$ cat config.mk
export PLATFORM = sky130hd
export DESIGN_NAME = p2s_sched_flat
export DESIGN_NICKNAME = d
export VERILOG_FILES = /design/src/rtl/p2s_pkg.sv /design/src/rtl/p2s_sched_if.sv /design/src/rtl/p2s_rr_arb.sv /design/src/rtl/p2s_sched.sv /design/src/flat_wrapper.sv
export SDC_FILE = /design/constraint.sdc
export NUM_CORES = 1
export LEC_CHECK = 0
export CAP_MARGIN = 0
export CELL_PAD_IN_SITES_DETAIL_PLACEMENT = 1
export CELL_PAD_IN_SITES_GLOBAL_PLACEMENT = 2
export CORE_MARGIN = 4
export CORE_UTILIZATION = 27
export CTS_BUF_LIST = sky130_fd_sc_hd__clkbuf_4 sky130_fd_sc_hd__clkbuf_8 sky130_fd_sc_hd__clkbuf_16
export DETAILED_ROUTE_END_ITERATION = 10
export PLACE_DENSITY_LB_ADDON = 0.1
export SYNTH_ARGS = -nofsm -noshare
export SYNTH_HDL_FRONTEND = slang
export SYNTH_SLANG_ARGS = --single-unit
$ cat constraint.sdc
create_clock -name sys_clk -period 4.62 [get_ports sys_clk]
set_input_delay 0.693 -clock sys_clk [delete_from_list [all_inputs] [get_ports sys_clk]]
set_output_delay 0.693 -clock sys_clk [all_outputs]
set_load 0.1 [all_outputs]
$ cat src/rtl/p2s_pkg.sv
// p2s_pkg: shared state type and sizing helpers for the
// round-robin parallel-to-serial scheduler.
package p2s_pkg;

    localparam int WIDTH_DEF = 8;
    localparam int NREQ_DEF = 4;
    localparam int GAP_DEF = 1;

    // Never returns 0, so a counter for a 0/1 range still gets one bit.
    function automatic int cnt_w(input int n);
        return (n < 2) ? 1 : $clog2(n);
    endfunction

    localparam int BIT_W = cnt_w(WIDTH_DEF);
    localparam int ID_W = cnt_w(NREQ_DEF);

    typedef enum logic [1:0] {
        S_IDLE,
        S_SHIFT,
        S_GAP
    } p2s_sched_state_t;

endpackage

$ cat src/rtl/p2s_sched_if.sv
// p2s_sched_if: requester handshake plus serializer control bundle.
// slave is the scheduler side, master the requester/serializer side.
interface p2s_sched_if #(
    parameter int WIDTH = p2s_pkg::WIDTH_DEF,
    parameter int NREQ = p2s_pkg::NREQ_DEF
);

    localparam int BW = p2s_pkg::cnt_w(WIDTH);
    localparam int IW = p2s_pkg::cnt_w(NREQ);

    logic [NREQ-1:0] req_valid;
    logic [NREQ*WIDTH-1:0] req_data;
    logic [NREQ-1:0] req_ready;
    logic [WIDTH-1:0] ser_word;
    logic [BW-1:0] ser_bit_sel;
    logic shift_en;
    logic ser_frame;
    logic [IW-1:0] ser_id;
    logic done;
    logic busy;

    modport master (
        output req_valid,
        output req_data,
        input req_ready,
        input ser_word,
        input ser_bit_sel,
        input shift_en,
        input ser_frame,
        input ser_id,
        input done,
        input busy
    );

    modport slave (
        input req_valid,
        input req_data,
        output req_ready,
        output ser_word,
        output ser_bit_sel,
        output shift_en,
        output ser_frame,
        output ser_id,
        output done,
        output busy
    );

endinterface

$ cat src/rtl/p2s_rr_arb.sv
// p2s_rr_arb: combinational round-robin pick starting at ptr,
// wrapping modulo NREQ; one-hot grant plus its index.
module p2s_rr_arb
    import p2s_pkg::*;
#(
    parameter int NREQ = NREQ_DEF,
    localparam int IW = cnt_w(NREQ)
) (
    input  logic [NREQ-1:0] req,
    input  logic [IW-1:0]   ptr,
    input  logic            en,
    output logic [NREQ-1:0] gnt,
    output logic [IW-1:0]   gnt_id
);

    int j;
    logic [IW-1:0] jj;

    // Walk from farthest to nearest so the slot at ptr wins last.
    always_comb begin
        gnt = '0;
        gnt_id = '0;
        j = 0;
        jj = '0;
        if (en) begin
            for (int i = NREQ - 1; i >= 0; i--) begin
                j = int'(ptr) + i;
                if (j >= NREQ) begin
                    j = j - NREQ;
                end
                jj = IW'(j);
                if (req[jj]) begin
                    gnt = '0;
                    gnt[jj] = 1'b1;
                    gnt_id = jj;
                end
            end
        end
    end

endmodule

$ cat src/rtl/p2s_sched.sv
// p2s_sched: shares one serializer among NREQ requesters, one
// WIDTH-bit word per frame, LSB first, GAP idle cycles between.
module p2s_sched
    import p2s_pkg::*;
#(
    parameter int WIDTH = WIDTH_DEF,
    parameter int NREQ = NREQ_DEF,
    parameter int GAP = GAP_DEF
) (
    input logic       sys_clk,
    input logic       sys_rst_n,
    input logic       ctrl_en,
    p2s_sched_if.slave bus
);

    localparam int BW = cnt_w(WIDTH);
    localparam int IW = cnt_w(NREQ);
    localparam int GW = cnt_w(GAP);
    localparam logic [BW-1:0] LAST = BW'(WIDTH - 1);
    localparam logic [GW-1:0] GAP_LD =
        (GAP > 0) ? GW'(GAP - 1) : '0;
    localparam logic [IW-1:0] ID_MAX = IW'(NREQ - 1);

    p2s_sched_state_t state_q, state_d;
    logic [BW-1:0]    bit_cnt_q, bit_cnt_d;
    logic [GW-1:0]    gap_cnt_q, gap_cnt_d;
    logic [IW-1:0]    ptr_q, ptr_d;
    logic [WIDTH-1:0] word_q, word_d;
    logic [IW-1:0]    id_q, id_d;
    logic             shift_q, shift_d;
    logic             done_q, done_d;
    logic             busy_q, busy_d;

    logic             arb_en;
    logic [NREQ-1:0]  gnt;
    logic [IW-1:0]    gnt_id;

    // Grants only from IDLE, and never while reset is held.
    assign arb_en = sys_rst_n & ctrl_en & (state_q == S_IDLE);

    p2s_rr_arb #(
        .NREQ(NREQ)
    ) u_arb (
        .req(bus.req_valid),
        .ptr(ptr_q),
        .en(arb_en),
        .gnt(gnt),
        .gnt_id(gnt_id)
    );

    always_comb begin
        state_d = state_q;
        bit_cnt_d = bit_cnt_q;
        gap_cnt_d = gap_cnt_q;
        ptr_d = ptr_q;
        word_d = word_q;
        id_d = id_q;
        done_d = 1'b0;
        unique case (state_q)
            S_IDLE: begin
                if (|gnt) begin
                    state_d = S_SHIFT;
                    bit_cnt_d = '0;
                    word_d = bus.req_data[int'(gnt_id) * WIDTH +: WIDTH];
                    id_d = gnt_id;
                    ptr_d = (gnt_id == ID_MAX) ? '0 : gnt_id + 1'b1;
                end
            end
            S_SHIFT: begin
                if (bit_cnt_q == LAST) begin
                    done_d = 1'b1;
                    bit_cnt_d = '0;
                    gap_cnt_d = GAP_LD;
                    state_d = (GAP > 0) ? S_GAP : S_IDLE;
                end else begin
                    bit_cnt_d = bit_cnt_q + 1'b1;
                end
            end
            S_GAP: begin
                if (gap_cnt_q == '0) begin
                    state_d = S_IDLE;
                end else begin
                    gap_cnt_d = gap_cnt_q - 1'b1;
                end
            end
            default: begin
                state_d = S_IDLE;
            end
        endcase
        shift_d = (state_d == S_SHIFT);
        busy_d = (state_d != S_IDLE);
    end

    always_ff @(posedge sys_clk or negedge sys_rst_n) begin
        if (!sys_rst_n) begin
            state_q <= S_IDLE;
            bit_cnt_q <= '0;
            gap_cnt_q <= '0;
            ptr_q <= '0;
            word_q <= '0;
            id_q <= '0;
            shift_q <= 1'b0;
            done_q <= 1'b0;
            busy_q <= 1'b0;
        end else begin
            state_q <= state_d;
            bit_cnt_q <= bit_cnt_d;
            gap_cnt_q <= gap_cnt_d;
            ptr_q <= ptr_d;
            word_q <= word_d;
            id_q <= id_d;
            shift_q <= shift_d;
            done_q <= done_d;
            busy_q <= busy_d;
        end
    end

    assign bus.req_ready = gnt;
    assign bus.ser_word = word_q;
    assign bus.ser_bit_sel = bit_cnt_q;
    assign bus.shift_en = shift_q;
    assign bus.ser_frame = shift_q;
    assign bus.ser_id = id_q;
    assign bus.done = done_q;
    assign bus.busy = busy_q;

    a_gnt_onehot: assert property (
        @(posedge sys_clk) disable iff (!sys_rst_n)
        $onehot0(gnt)
    );

    a_gnt_idle: assert property (
        @(posedge sys_clk) disable iff (!sys_rst_n)
        (|gnt) |-> (state_q == S_IDLE)
    );

endmodule

$ cat src/flat_wrapper.sv
// flat-port wrapper written by rule: the top's interface ports become plain ports
module p2s_sched_flat import p2s_pkg::*;
#(
    parameter int WIDTH = WIDTH_DEF,
    parameter int NREQ = NREQ_DEF,
    parameter int GAP = GAP_DEF
)
  (sys_clk, sys_rst_n, ctrl_en, bus_req_valid, bus_req_data, bus_req_ready, bus_ser_word, bus_ser_bit_sel, bus_shift_en, bus_ser_frame, bus_ser_id, bus_done, bus_busy);
  p2s_sched_if #(.WIDTH(WIDTH), .NREQ(NREQ)) bus_i ();
  input logic sys_clk;
  input logic sys_rst_n;
  input logic ctrl_en;
  input wire logic [$bits(bus_i.req_valid)-1:0] bus_req_valid;
  input wire logic [$bits(bus_i.req_data)-1:0] bus_req_data;
  output wire logic [$bits(bus_i.req_ready)-1:0] bus_req_ready;
  output wire logic [$bits(bus_i.ser_word)-1:0] bus_ser_word;
  output wire logic [$bits(bus_i.ser_bit_sel)-1:0] bus_ser_bit_sel;
  output wire logic [$bits(bus_i.shift_en)-1:0] bus_shift_en;
  output wire logic [$bits(bus_i.ser_frame)-1:0] bus_ser_frame;
  output wire logic [$bits(bus_i.ser_id)-1:0] bus_ser_id;
  output wire logic [$bits(bus_i.done)-1:0] bus_done;
  output wire logic [$bits(bus_i.busy)-1:0] bus_busy;
  assign bus_i.req_valid = bus_req_valid;
  assign bus_i.req_data = bus_req_data;
  assign bus_req_ready = bus_i.req_ready;
  assign bus_ser_word = bus_i.ser_word;
  assign bus_ser_bit_sel = bus_i.ser_bit_sel;
  assign bus_shift_en = bus_i.shift_en;
  assign bus_ser_frame = bus_i.ser_frame;
  assign bus_ser_id = bus_i.ser_id;
  assign bus_done = bus_i.done;
  assign bus_busy = bus_i.busy;
  p2s_sched #(.WIDTH(WIDTH), .NREQ(NREQ), .GAP(GAP)) u_core (.sys_clk(sys_clk), .sys_rst_n(sys_rst_n), .ctrl_en(ctrl_en), .bus(bus_i));
endmodule
After elaboration in Yosys (flattened, before gate mapping)
Cells that the tools add are included.
{ "word_totals": {"register_bits": 21, "output_inout_bits": 21, "in_bits": 39} }
{ "classes": {"n_reduce_logical": 12, "bitwise_logic": 2, "eq_ne": 7, "magnitude_cmp": 12, "n_mux": 47, "n_shift": 1, "addsub": 10} }
{ "ops": {"columns": ["op", "count"], "rows": [
  ["2-to-1 mux 2 bit", 17],
  ["indexed part select 32 x 6 -> 8 bit", 1],
  ["2-to-1 mux 4 bit", 5],
  ["less-than comparator 2 x 3 -> 1 bit, second input constant", 4],
  ["2-to-1 mux 1 bit", 12],
  ["greater-or-equal comparator 3 bit, second input constant", 3],
  ["binary-select mux 1 bit (select 2 bit)", 4],
  ["demux 1 bit (select 2 bit)", 4],
  ["greater-or-equal comparator 2 x 1 -> 1 bit, second input constant", 4],
  ["subtractor 2 x 1 -> 2 bit, second input constant", 4],
  ["adder 2 x 2 -> 3 bit, second input constant", 2],
  ["2-to-1 mux 3 bit", 2],
  ["case mux 2 bit (3 select lines)", 1],
  ["case mux 3 bit (2 select lines)", 1],
  ["AND reduction 2 bit", 3],
  ["nonzero test 2 bit", 3],
  ["== test 2 x 1 -> 1 bit, second input constant", 2],
  ["== test 2 bit, second input constant", 2],
  ["logical AND 1 bit", 4],
  ["OR reduction 4 bit", 1],
  ["adder 2 x 1 -> 3 bit, second input constant", 1],
  ["adder 3 x 1 -> 3 bit, second input constant", 1],
  ["== test 3 bit, second input constant", 1],
  ["greater-or-equal comparator 2 x 3 -> 1 bit, second input constant", 1],
  ["other kinds (7)", 8]
]} }

Longest topological paths before layout
Gate-level depths: netlist of the first run.
{ "depth": {"ltp_word": 17, "depth_mapped": 12, "depth_no_buf": 8} }

By module
Synthesis of the first run repeated with hierarchy kept, for this count alone.
{ "unflattened": {"cells_unflattened": 136, "hier_area_um2": 1559.0} }
{ "by_module_without_submodules": {"columns": ["mod", "seq_area_each_um2", "area_per_inst_um2", "instances", "cells_per_inst"], "rows": [
  ["p2s_sched", 500.5, 1031.0, 1, 69],
  ["p2s_rr_arb", 0.0, 528.0, 1, 67]
]} }

Worst setup path before layout of the first run
Ideal clock, no wire load.
{ "synth_timing": {"path_type": "reg2reg", "start": "reg u_core.ptr_q[0]", "end": "reg u_core.word_q[1] (netlist: u_core.bus.ser_word[1])", "setup_ps": 125, "t_arrival_ps": 5315, "stages_incl_launch_ff": 12, "slack_ps": -821, "cell_sequence": "dfrtp_1 -> buf_6 -> buf_2 -> inv_1 -> ha_1 -> mux4_2 -> buf_6 -> nand3b_1 -> a311oi_1 -> nor4_4 -> buf_6 -> mux2_4"} }
{ "synth_via": {"elab_chain_cells": 15, "word_cells_on_any_way": 60, "cone_classes": "add/sub (7); order compare (12); shift (1); mux (34); reduce/logical (6)"} }
{ "synth_lines": {"columns": ["element", "line_no", "source"], "rows": [
  ["start: declaration", "p2s_sched.sv:27", "logic [IW-1:0] ptr_q, ptr_d;"],
  ["start signal: assignment", "p2s_sched.sv:109", "ptr_q <= ptr_d;"],
  ["adder 2 x 2 -> 3 bit", "p2s_rr_arb.sv:27", "j = int'(ptr) + i;"],
  ["greater-or-equal comparator 3 bit / subtractor 2 x 1 -> 2 bit (equally long branches)", "p2s_rr_arb.sv:28, p2s_rr_arb.sv:29", null],
  ["2-to-1 mux 2 bit", "p2s_rr_arb.sv:28", "if (j >= NREQ) begin"],
  ["2-to-1 mux 2 bit", "p2s_rr_arb.sv:25", "if (en) begin"],
  ["less-than comparator 2 x 3 -> 1 bit (not written as such) / greater-or-equal comparator 2 x 1 -> 1 bit (equally long branches)", "p2s_rr_arb.sv:34", "gnt[jj] = 1'b1;"],
  ["logical AND 1 bit (not written as such)", "p2s_rr_arb.sv:34", null],
  ["2-to-1 mux 1 bit (not written as such)", "p2s_rr_arb.sv:34", null],
  ["demux 1 bit (select 2 bit)", "p2s_rr_arb.sv:34", null],
  ["2-to-1 mux 4 bit (3 in a row)", "p2s_rr_arb.sv:32", "if (req[jj]) begin"],
  ["2-to-1 mux 4 bit (*)", "p2s_rr_arb.sv:32", null],
  ["2-to-1 mux 4 bit (*)", "p2s_rr_arb.sv:25", null],
  ["net bus_req_ready[3]", "flat_wrapper.sv:15", "output wire logic [$bits(bus_i.req_ready)-1:0] bus_req_ready;"],
  ["OR reduction 4 bit (*)", "p2s_sched.sv:61", "if (|gnt) begin"],
  ["AND reduction 2 bit (no source line) (*)", null, null],
  ["end signal: assignment", "p2s_sched.sv:110", "word_q <= word_d;"],
  ["end: declaration", "p2s_sched.sv:28", "logic [WIDTH-1:0] word_q, word_d;"]
]} }
Mark *: on every way through the listed nets, which the timed path passes. The rest lies on a longest branch. The select of a mux whose other input is x is not followed.
A chain may end at the register's enable or synchronous reset.

Final worst setup path of the first run
{ "layout_timing": {"start": "reg u_core.ptr_q[0]", "end": "out bus_req_ready[3]"} }
{ "layout_via": {"elab_chain_cells": 13, "word_cells_on_any_way": 52, "cone_classes": "add/sub (7); order compare (12); mux (29); reduce/logical (4)"} }
{ "layout_lines": {"columns": ["element", "line_no"], "rows": [
  ["adder 2 x 2 -> 3 bit", "p2s_rr_arb.sv:27"],
  ["greater-or-equal comparator 3 bit / subtractor 2 x 1 -> 2 bit (equally long branches)", "p2s_rr_arb.sv:28, p2s_rr_arb.sv:29"],
  ["2-to-1 mux 2 bit", "p2s_rr_arb.sv:28"],
  ["2-to-1 mux 2 bit", "p2s_rr_arb.sv:25"],
  ["less-than comparator 2 x 3 -> 1 bit (not written as such) / greater-or-equal comparator 2 x 1 -> 1 bit (equally long branches)", "p2s_rr_arb.sv:34"],
  ["logical AND 1 bit (not written as such)", "p2s_rr_arb.sv:34"],
  ["2-to-1 mux 1 bit (not written as such)", "p2s_rr_arb.sv:34"],
  ["demux 1 bit (select 2 bit)", "p2s_rr_arb.sv:34"],
  ["2-to-1 mux 4 bit (3 in a row)", "p2s_rr_arb.sv:32"],
  ["2-to-1 mux 4 bit (*)", "p2s_rr_arb.sv:32"],
  ["2-to-1 mux 4 bit (*)", "p2s_rr_arb.sv:25"],
  ["end: declaration", "flat_wrapper.sv:15"]
]} }
Mark *: on every way between the ends. The rest lies on a longest branch, timed or not. The select of a mux whose other input is x is not followed.

==> results of run 1 <==
==> kinds of logic after synthesis <==
kind of cell,Yosys count
AOI/OAI and AO/OA,29
adders and majority gates,11
buffers and inverters,28
DFF,20
muxes,23
and+or+nand+nor,39
==> worst paths after layout <==
path	endpoint	slack [ns]
max	bus_req_ready[3]	0.77
max reg2reg	u_core.ptr_q[1]$_DFFE_PN0P_	1.07
min	u_core.bus.ser_word[3]$_DFFE_PN0P_	0.52
min in group asynchronous	u_core.bus.ser_word[3]$_DFFE_PN0P_	0.80
min reg2reg	u_core.bus.ser_word[3]$_DFFE_PN0P_	0.52
max in group asynchronous	u_core.bus.ser_word[1]$_DFFE_PN0P_	3.60
==> cells in the mapped netlist (3+ instances only) <==
library cell  number
ha_1              11
a21oi_1            3
a311oi_1           3
nand3_1            4
buf_6              3
buf_2              3
a222oi_1           8
nand4bb_1          4
nand3b_1           4
nand2b_1           3
nand2_1            8
dfrtp_1           20
nor2b_1            7
mux2_4            11
mux4_2             4
mux2i_1            8
inv_1             19
==> where the power goes <==
| part | internal [mW] | switching, mW | leakage, nW | total (mW) |
|---|---|---|---|---|
| Clock | 0.0758 | 0.0573 | 0.0288 | 0.133 |
| Sequential | 0.257 | 0.0859 | 0.244 | 0.342 |
| Combinational | 0.442 | 0.886 | 0.767 | 1.33 |
==> worst max-delay path: cells and delay by family (launching register included) <==
| family | cells | cell delay [ns] |
|---|---|---|
| AOI/OAI and AO/OA | 1 | 0.40 |
| and+or+nand+nor | 1 | 0.27 |
| muxes | 1 | 0.48 |
| adders and majority gates | 1 | 0.44 |
| DFF | 1 | 0.73 |
| buffers and inverters | 2 | 0.57 |
==> layer usage <==
metal  GRT usage [%]  vias to the layer above  routed length, um  part of all wire, %
met5               0                        -                  0                    0
met2            23.2                       54               2300                   50
met4            3.02                        0                 17                 0.37
met1            15.6                      691               1900                   42
li1                -                      669                  -                    -
met3            3.11                        2                338                  7.4
==> through the flow <==
stage | area, um^2 | power, mW
3_5_place_dp | 2290 | 1.68
2_1_floorplan | 1630 | 1.39
6_report | 2350 | 1.80
4_1_cts | 2350 | 1.82
3_3_place_gp | 2290 | 1.66
5_1_grt | 2350 | 1.91
==> flip-flops by register name, summed over array words and instances, names as in the netlist <==
register and flops:
u_core.bus.busy 1, u_core.bus.done 1, u_core.bus.ser_bit_sel 3, u_core.bus.ser_frame 1
u_core.bus.ser_id 2, u_core.bus.ser_word 8, u_core.ptr_q 2, u_core.state_q 2
==> cell type report <==
cell class,instances,area (um^2),area share (%)
multi-input combinational,102,995,42.4
timing repair buffer,63,636,27.1
sequential,20,500,21.3
tap,72,90.1,3.84
inverter,19,71.3,3.04
clock buffer,4,55.1,2.35
==> results.cfg, run 1 <==
[yosys]
synth_compound_area_share_pct = 14.8
ys_ff_latch = 20
yosysWarnings = 0
yosys.area_share.simple_pct = 16.4
synthesis.instances = 150
seq_area_frac_synth_pct = 31.1
synth_async_sr_flop_share_pct = 100
netlist.area_leader.share_pct = 31.1
syn_area_um2 = 1610
yosys.area_share.adder_pct = 8.54
avgSynthCellArea_um2 = 10.7
synth_cell_type_count = 39
top_post_synthesis_cells_by_area = dfrtp_1 (31%), mux2_4 (10%), ha_1 (8.5%), mux4_2 (5.6%), a222oi_1 (5.0%)
synth_edf_count = 0
synth_fp_nets = 200
largest_family_of_logic_cells_by_synthesized_area = multiplexers
yosys.area_share.xor_xnor_pct = 0
yosys-mux-area-fraction_pct = 20.8
synthFlopType = dfrtp_1
synth.largest_area_cell = dfrtp_1

[placement]
dp_hpwl_mm = 3.54
globalplace.congestion = 0.796
place.port_buffers = 59
number_of_placed_cells_counting_well_taps = 276
place_worst_setup_slack_ns = 0.832

[pwr]
pwr_per_cell_area_nw_per_um2 = 768
leakagePower_nw = 1.04
vdd_ir_drop_max_uv = 586

[cts]
postCtsHoldBufs = 0
cts_max_path_buffers = 2
cts_root_buffer = clkbuf_8
clock_insertion_delay_worst_skew_ns = 0.25
cts-buffers-inserted = 3
tritoncts_clock_tree = done
cts.sinks = 20
postCtsSetupRepairBufs = 0
clk_pin_slew_ns = 0.08
cts.htree.levels = 1
cts_repair_resize_count = 0

[timing]
worstMarginPinSlew_ns = 1.00
final.setup_skew_ns = 0.00345
max_clock_freq_mhz = 260
setup_repair_after_global_routing_missed_its_margin = no
setup_ws_ns = 0.767
final-hold-violation-count = 0
slew-limit-headroom_pct = 32.9
post-route-min-period_ns = 3.85
setup_violators_final = 0
hold_ws_ns = 0.524
min_period_over_period_pct = 83.4
final-max-slew-violation-count = 0
finalSetupTns_ns = 0

[worst_setup_path]
cp_data_required_time_ns = 3.93
cp.arrival_ns = 3.16
worstPathCellList = inv_1 > ha_1 > mux4_2 > nand4bb_1 > a311oi_2 > buf_4
cp-end-kind = output port
timing.critical_path.slowest_stage_cell = dfrtp_1
setup.worst_path.start = u_core.ptr_q[0]$_DFFE_PN0P_
worst-path-max-fanout = 18
regToRegStartpoint = u_core.ptr_q[0]$_DFFE_PN0P_
critical_path.startpoint_type = flop
rr_worst_depth = 8
timing.critical_path.slowest_cell_delay_ns = 0.73
path_class = reg2out

[finish]
final.fill_count = 610
area_growth_syn_to_layout_pct = 45.7
final_common_cell = clkdlybuf4s50_1
nets = 259
post-route-util_pct = 41.6
share_of_final_layout_standard_cells_stronger_than_drive_strength_1_pct = 16.3
stdcell_count = 280
antenna_cells_inserted = 0
final_cell_mix = clkdlybuf4s50_1 (55), dfrtp_1 (20), inv_1 (19)

[die]
die_height_um = 85.3
die_width_um = 85.3
num_io_pins = 60
floorplan.initialDensity_pct = 28.6
rows = 27
core_area_um2 = 5640
die_area_um2 = 7270

[detailed_routing]
wl_per_cell_um = 16.3
first_pass_iters = 4
drt_iter0_drc = 61
vias_after_detailed_routing = 1416
vias_per_cell = 5.06
drc = 0
detail_route.wirelength_mm = 4.56
antenna_left = 0

[global_route]
overflow = 0
grt_max_degree = 22
grtUsageTotal_pct = 13.0
antenna_found_initial = 0
first_global_vias = 1579
global_route_wire_length_before_repair_mm = 7.72

[min_path]
number_of_stages_on_the_worst_hold_path = 1
worst_hold_path_type = reg2reg
min-delay-start = u_core.bus.ser_word[3]$_DFFE_PN0P_

[flow_run]
max_cap_viol_count = 0

[outcome]
outcome = finished clean
(Power assumes the default switching activity.)
==> run 2: changes to the inputs <==
Settings changed: CORE_UTILIZATION 27 to 24.
Clock period 4.62 ns to 3.48 ns, I/O delays scaled along.
==> results.cfg, run 2 (synthesized netlist as in run 1, its figures left out) <==
[outcome]
outcome = finished clean

[cts]
clk_pin_slew_ns = 0.08
cts_max_path_buffers = 2
tritoncts_clock_tree = done
postCtsSetupRepairBufs = 0
cts_root_buffer = clkbuf_8
cts.htree.levels = 1
cts-buffers-inserted = 3
cts_repair_resize_count = 0
cts.sinks = 20
postCtsHoldBufs = 0
clock_insertion_delay_worst_skew_ns = 0.26

[finish]
antenna_cells_inserted = 0
nets = 264
share_of_final_layout_standard_cells_stronger_than_drive_strength_1_pct = 20.7
final_common_cell = clkdlybuf4s50_1
stdcell_count = 290
final_cell_mix = clkdlybuf4s50_1 (55), dfrtp_1 (19), inv_1 (18)
number_of_flip_flops_under_the_largest_register_name = 8
area_growth_syn_to_layout_pct = 56.2

[detailed_routing]
first_pass_iters = 4
drc = 0
drt_iter0_drc = 48
antenna_left = 0
vias_after_detailed_routing = 1406
detail_route.wirelength_mm = 4.71
vias_per_cell = 4.85
wl_per_cell_um = 16.3

[worst_setup_path]
worstPathCellList = clkdlybuf4s50_1 > mux4_2 > nand4bb_1 > a311oi_4 > buf_12
regToRegStartpoint = u_core.ptr_q[0]$_DFFE_PN0P_
cp-end-kind = output port
buffers_plus_inverters_on_the_worst_setup_path = 2
worst-path-max-fanout = 14
worst-r2r-setup-slack_ns = 0.48
ff_to_ff_end = u_core.bus.ser_word[1]$_DFFE_PN0P_
critical_path.startpoint_type = input port
crit_cells = 5
path_class = in2out
cp_data_required_time_ns = 2.96
cp.arrival_ns = 2.69
timing.critical_path.slowest_cell_delay_ns = 0.65
crit_family = buffers and inverters
rr_worst_depth = 7
timing.critical_path.slowest_stage_cell = mux4_2

[timing]
setup_repair_after_global_routing_missed_its_margin = no
worstMarginPinSlew_ns = 0.997
finalSetupTns_ns = 0
slew-limit-headroom_pct = 33.4
min_period_over_period_pct = 92.4
post-route-min-period_ns = 3.22
final-max-slew-violation-count = 0
final-hold-violation-count = 0
final.setup_skew_ns = 0.00162
setup_violators_final = 0
hold_ws_ns = 0.527
max_clock_freq_mhz = 311

[pwr]
vdd_ir_drop_max_uv = 446
pwr_per_cell_area_nw_per_um2 = 1020
leakagePower_nw = 1.10

[global_route]
grt_max_degree = 22
overflow = 0
first_global_vias = 1602
global_route_wire_length_before_repair_mm = 7.89
grtUsageTotal_pct = 12.0
antenna_found_initial = 0

[placement]
dp_hpwl_mm = 3.79
place.port_buffers = 59
number_of_placed_cells_counting_well_taps = 286
globalplace.congestion = 0.729

[flow_run]
max_cap_viol_count = 0

[min_path]
worst_hold_path_type = reg2reg
min-delay-start = u_core.bus.ser_word[1]$_DFFE_PN0P_
hold_end = u_core.bus.ser_word[1]$_DFFE_PN0P_
number_of_stages_on_the_worst_hold_path = 1

[die]
rows = 29
core_area_um2 = 6420
die_height_um = 89.9
die_width_um = 89.9
die_area_um2 = 8090
num_io_pins = 60
floorplan.initialDensity_pct = 25.1
run 2: changes by cell type in the layout (fill, tap and decap cells not counted), sizes merged:
cell / delta
clkbuf: -1
buf: +5
bufinv: +1
run 2: worst max path at each step:
stage,startpoint,endpoint,slack [ns]
after floorplan,u_core.ptr_q[0]$_DFFE_PN0P_,u_core.bus.ser_word[1]$_DFFE_PN0P_,-0.12
after global placement,bus_req_valid[1],u_core.bus.ser_word[5]$_DFFE_PN0P_,0.07
after detailed placement,bus_req_valid[1],u_core.bus.ser_word[1]$_DFFE_PN0P_,-0.03
after CTS,u_core.ptr_q[0]$_DFFE_PN0P_,bus_req_ready[2],0.09
after global routing,bus_req_valid[1],u_core.bus.ser_word[7]$_DFFE_PN0P_,0.05
final,bus_req_valid[1],bus_req_ready[2],0.26
run 2: area by class of cell:
cell class,instances,area [um^2]
multi-input combinational,102,1060
fill,699,3910
timing repair buffer,68,711
clock inverter,1,30.0
clock buffer,3,41.3
sequential,20,502
inverter,19,73.8
tap,77,96.3
run 2: per-layer routing:
layer	vias to the layer above	track usage, %	routed length [um]
li1	678	-	-
met1	684	14.3	2040
met2	42	21.4	2390
met3	2	3.76	268
met4	0	1.91	21
met5	-	0	0
run 2: metrics by stage:
step           power [mW]  util, %  cell area, um^2  setup slack (ns)
6_report             2.56     39.2             2520             0.265
2_1_floorplan        1.92        -             1700            -0.123
4_1_cts              2.60     39.1             2510            0.0923
5_1_grt              2.72     39.2             2520            0.0460
3_5_place_dp         2.35     38.0             2440           -0.0250
3_3_place_gp         2.31     38.0             2440            0.0702
run 2: report_power, final:
part | internal (mW) | switching [mW] | leakage, nW | total, mW
sequential | 0.342 | 0.0986 | 0.243 | 0.441
clock | 0.154 | 0.0794 | 0.0357 | 0.233
combinational | 0.654 | 1.24 | 0.817 | 1.89
total | 1.15 | 1.41 | 1.10 | 2.56
==> run 3: changes to the inputs <==
Settings changed: ABC_AREA set to 1, CORE_UTILIZATION 24 to 22.
==> results.cfg, run 3 <==
[outcome]
outcome = finished clean

[die]
rows = 33
core_area_um2 = 8340
floorplan.initialDensity_pct = 23.1
die_width_um = 101
die_area_um2 = 10300
num_io_pins = 60
die_height_um = 101

[worst_setup_path]
path_class = reg2out
rr_worst_depth = 15
worst-path-max-fanout = 11
cp.arrival_ns = 2.43
worst-r2r-setup-slack_ns = 0.80
cp-end-kind = output port
ff_to_ff_end = u_core.ptr_q[1]$_DFFE_PN0P_
regToRegStartpoint = u_core.ptr_q[0]$_DFFE_PN0P_
cp_data_required_time_ns = 2.96
critical_path.startpoint_type = flop

[cts]
cts_max_path_buffers = 2
clock_insertion_delay_worst_skew_ns = 0.25
cts.htree.levels = 1
clk_pin_slew_ns = 0.07
postCtsSetupRepairBufs = 0
cts-buffers-inserted = 3
cts.sinks = 20
cts_root_buffer = clkbuf_8
cts_repair_resize_count = 0
tritoncts_clock_tree = done
postCtsHoldBufs = 0

[min_path]
number_of_stages_on_the_worst_hold_path = 2
hold_end = u_core.bus.ser_word[6]$_DFFE_PN0P_
worst_hold_path_type = reg2reg
min-delay-start = u_core.bus.ser_word[6]$_DFFE_PN0P_

[yosys]
synth_compound_area_share_pct = 4.68
synth_fp_nets = 328
syn_area_um2 = 1920
top_post_synthesis_cells_by_area = dfrtp_1 (26%), nand2_1 (16%), inv_1 (10%), nand2_4 (8.2%), nand3_2 (7.3%)
yosys.area_share.simple_pct = 46.5
synth_cell_type_count = 23
yosys.area_share.xor_xnor_pct = 0
synth_edf_count = 0
synthesis.instances = 278
synth_async_sr_flop_share_pct = 100
avgSynthCellArea_um2 = 6.92
ys_ff_latch = 20
seq_area_frac_synth_pct = 26.0
yosys.area_share.adder_pct = 7.16
yosysWarnings = 0
yosys-mux-area-fraction_pct = 0
largest_family_of_logic_cells_by_synthesized_area = simple AND/OR/NAND/NOR gates
synth_top_cells_by_count = nand2_1 (80), inv_1 (53), dfrtp_1 (20), nand3_1 (17), nor2_1 (17)
synth.largest_area_cell = dfrtp_1
synthFlopType = dfrtp_1
cell_with_the_most_instances_after_synthesis = nand2_1
netlist.area_leader.share_pct = 26.0

[timing]
worstMarginPinSlew_ns = 0.996
finalSetupTns_ns = 0
max_clock_freq_mhz = 339
min_period_over_period_pct = 84.8
final-hold-violation-count = 0
setup_violators_final = 0
final.setup_skew_ns = 0.00288
slew-limit-headroom_pct = 33.4
final-max-slew-violation-count = 0
hold_ws_ns = 0.482
post-route-min-period_ns = 2.95
setup_repair_after_global_routing_missed_its_margin = no

[placement]
dp_hpwl_mm = 4.36
place.port_buffers = 59
globalplace.congestion = 0.761

[finish]
final_cell_mix = nand2_1 (80), clkdlybuf4s50_1 (55), inv_1 (53)
number_of_flip_flops_under_the_largest_register_name = 8
nets = 388
antenna_cells_inserted = 0
share_of_final_layout_standard_cells_stronger_than_drive_strength_1_pct = 18.8
final_common_cell = nand2_1
area_growth_syn_to_layout_pct = 39.1
final.fill_count = 1054

[pwr]
leakagePower_nw = 1.45
vdd_ir_drop_max_uv = 290
pwr_per_cell_area_nw_per_um2 = 1000

[detailed_routing]
drt_iter0_drc = 44
vias_per_cell = 4.12
wl_per_cell_um = 11.7
first_pass_iters = 4
drc = 0
antenna_left = 0
detail_route.wirelength_mm = 5.17
vias_after_detailed_routing = 1818

[global_route]
overflow = 0
global_route_wire_length_before_repair_mm = 9.19
grt_max_degree = 21
first_global_vias = 1952
grtUsageTotal_pct = 10.8
antenna_found_initial = 0

[flow_run]
max_cap_viol_count = 0
## run 3: cell types whose count changed in the layout (fill, tap and decap cells not counted), moves of 9 or more
cell,delta
inv_1,+35
mux2_4,-11
nor2_1,+16
a21oi_1,+9
nand2_4,+14
nand3_1,+13
nand2_1,+72
nand2_2,+13
nand3_2,+14
## run 3: layout make-up
cell class | count | area [um^2] | area share [%]
clock buffer | 3 | 41.3 | 1.54
inverter | 62 | 235 | 8.79
sequential | 20 | 500 | 18.7
multi-input combinational | 190 | 1120 | 41.9
tap | 105 | 131 | 4.91
timing repair buffer | 61 | 646 | 24.1
## run 3: kinds of logic after synthesis
group,count (synthesis)
adders and majority gates,11
AOI/OAI and AO/OA,18
and+or+nand+nor,161
DFF,20
buffers and inverters,68
## run 3: stage by stage
step / util, % / area (um^2) / cells / power, mW / setup WS, ns
6_report: 32.1 / 2680 / 441 / 2.67 / 0.530
5_1_grt: 32.1 / 2680 / 441 / 2.92 / 0.326
4_1_cts: 32.1 / 2680 / 441 / 2.73 / 0.499
3_5_place_dp: 31.6 / 2630 / 438 / 2.57 / 0.770
3_3_place_gp: 31.6 / 2630 / 438 / 2.57 / 0.766
2_1_floorplan: - / 1920 / 278 / 2.11 / 0.754
## run 3: worst max-delay path by stage
stage,start,end
finish,u_core.ptr_q[0]$_DFFE_PN0P_,bus_req_ready[3]
global route,u_core.ptr_q[0]$_DFFE_PN0P_,bus_req_ready[2]
CTS,u_core.ptr_q[0]$_DFFE_PN0P_,bus_req_ready[3]
detailed placement,u_core.ptr_q[0]$_DFFE_PN0P_,u_core.ptr_q[1]$_DFFE_PN0P_
global placement,bus_req_valid[3],bus_req_ready[3]
floorplan,u_core.ptr_q[0]$_DFFE_PN0P_,bus_req_ready[2]
## run 3: report_power, final
part,leakage (nW),total [mW],switching (mW),internal (mW)
Combinational,1.18,2.10,1.53,0.574
Sequential,0.250,0.427,0.0889,0.339
Clock,0.0216,0.147,0.0702,0.0769
## run 3: critical path: stages, from the launching register on
cell and delay [ns]:
dfrtp_1 0.57, inv_2 0.20, ha_1 0.38, inv_1 0.08, nand3_2 0.10, nand2_4 0.10, nor2_2 0.20, nand2_1 0.07
nand3_1 0.12, nand2_2 0.08, inv_1 0.10, buf_12 0.18
## run 3: routing by layer
| metal | track usage (%) | vias up | routed length (um) |
|---|---|---|---|
| met2 | 20.6 | 31 | 2740 |
| met1 | 13.2 | 839 | 2240 |
| met3 | 1.79 | 2 | 174 |
| li1 | - | 946 | - |
| met5 | 0 | - | 0 |
| met4 | 0.920 | 0 | 20 |
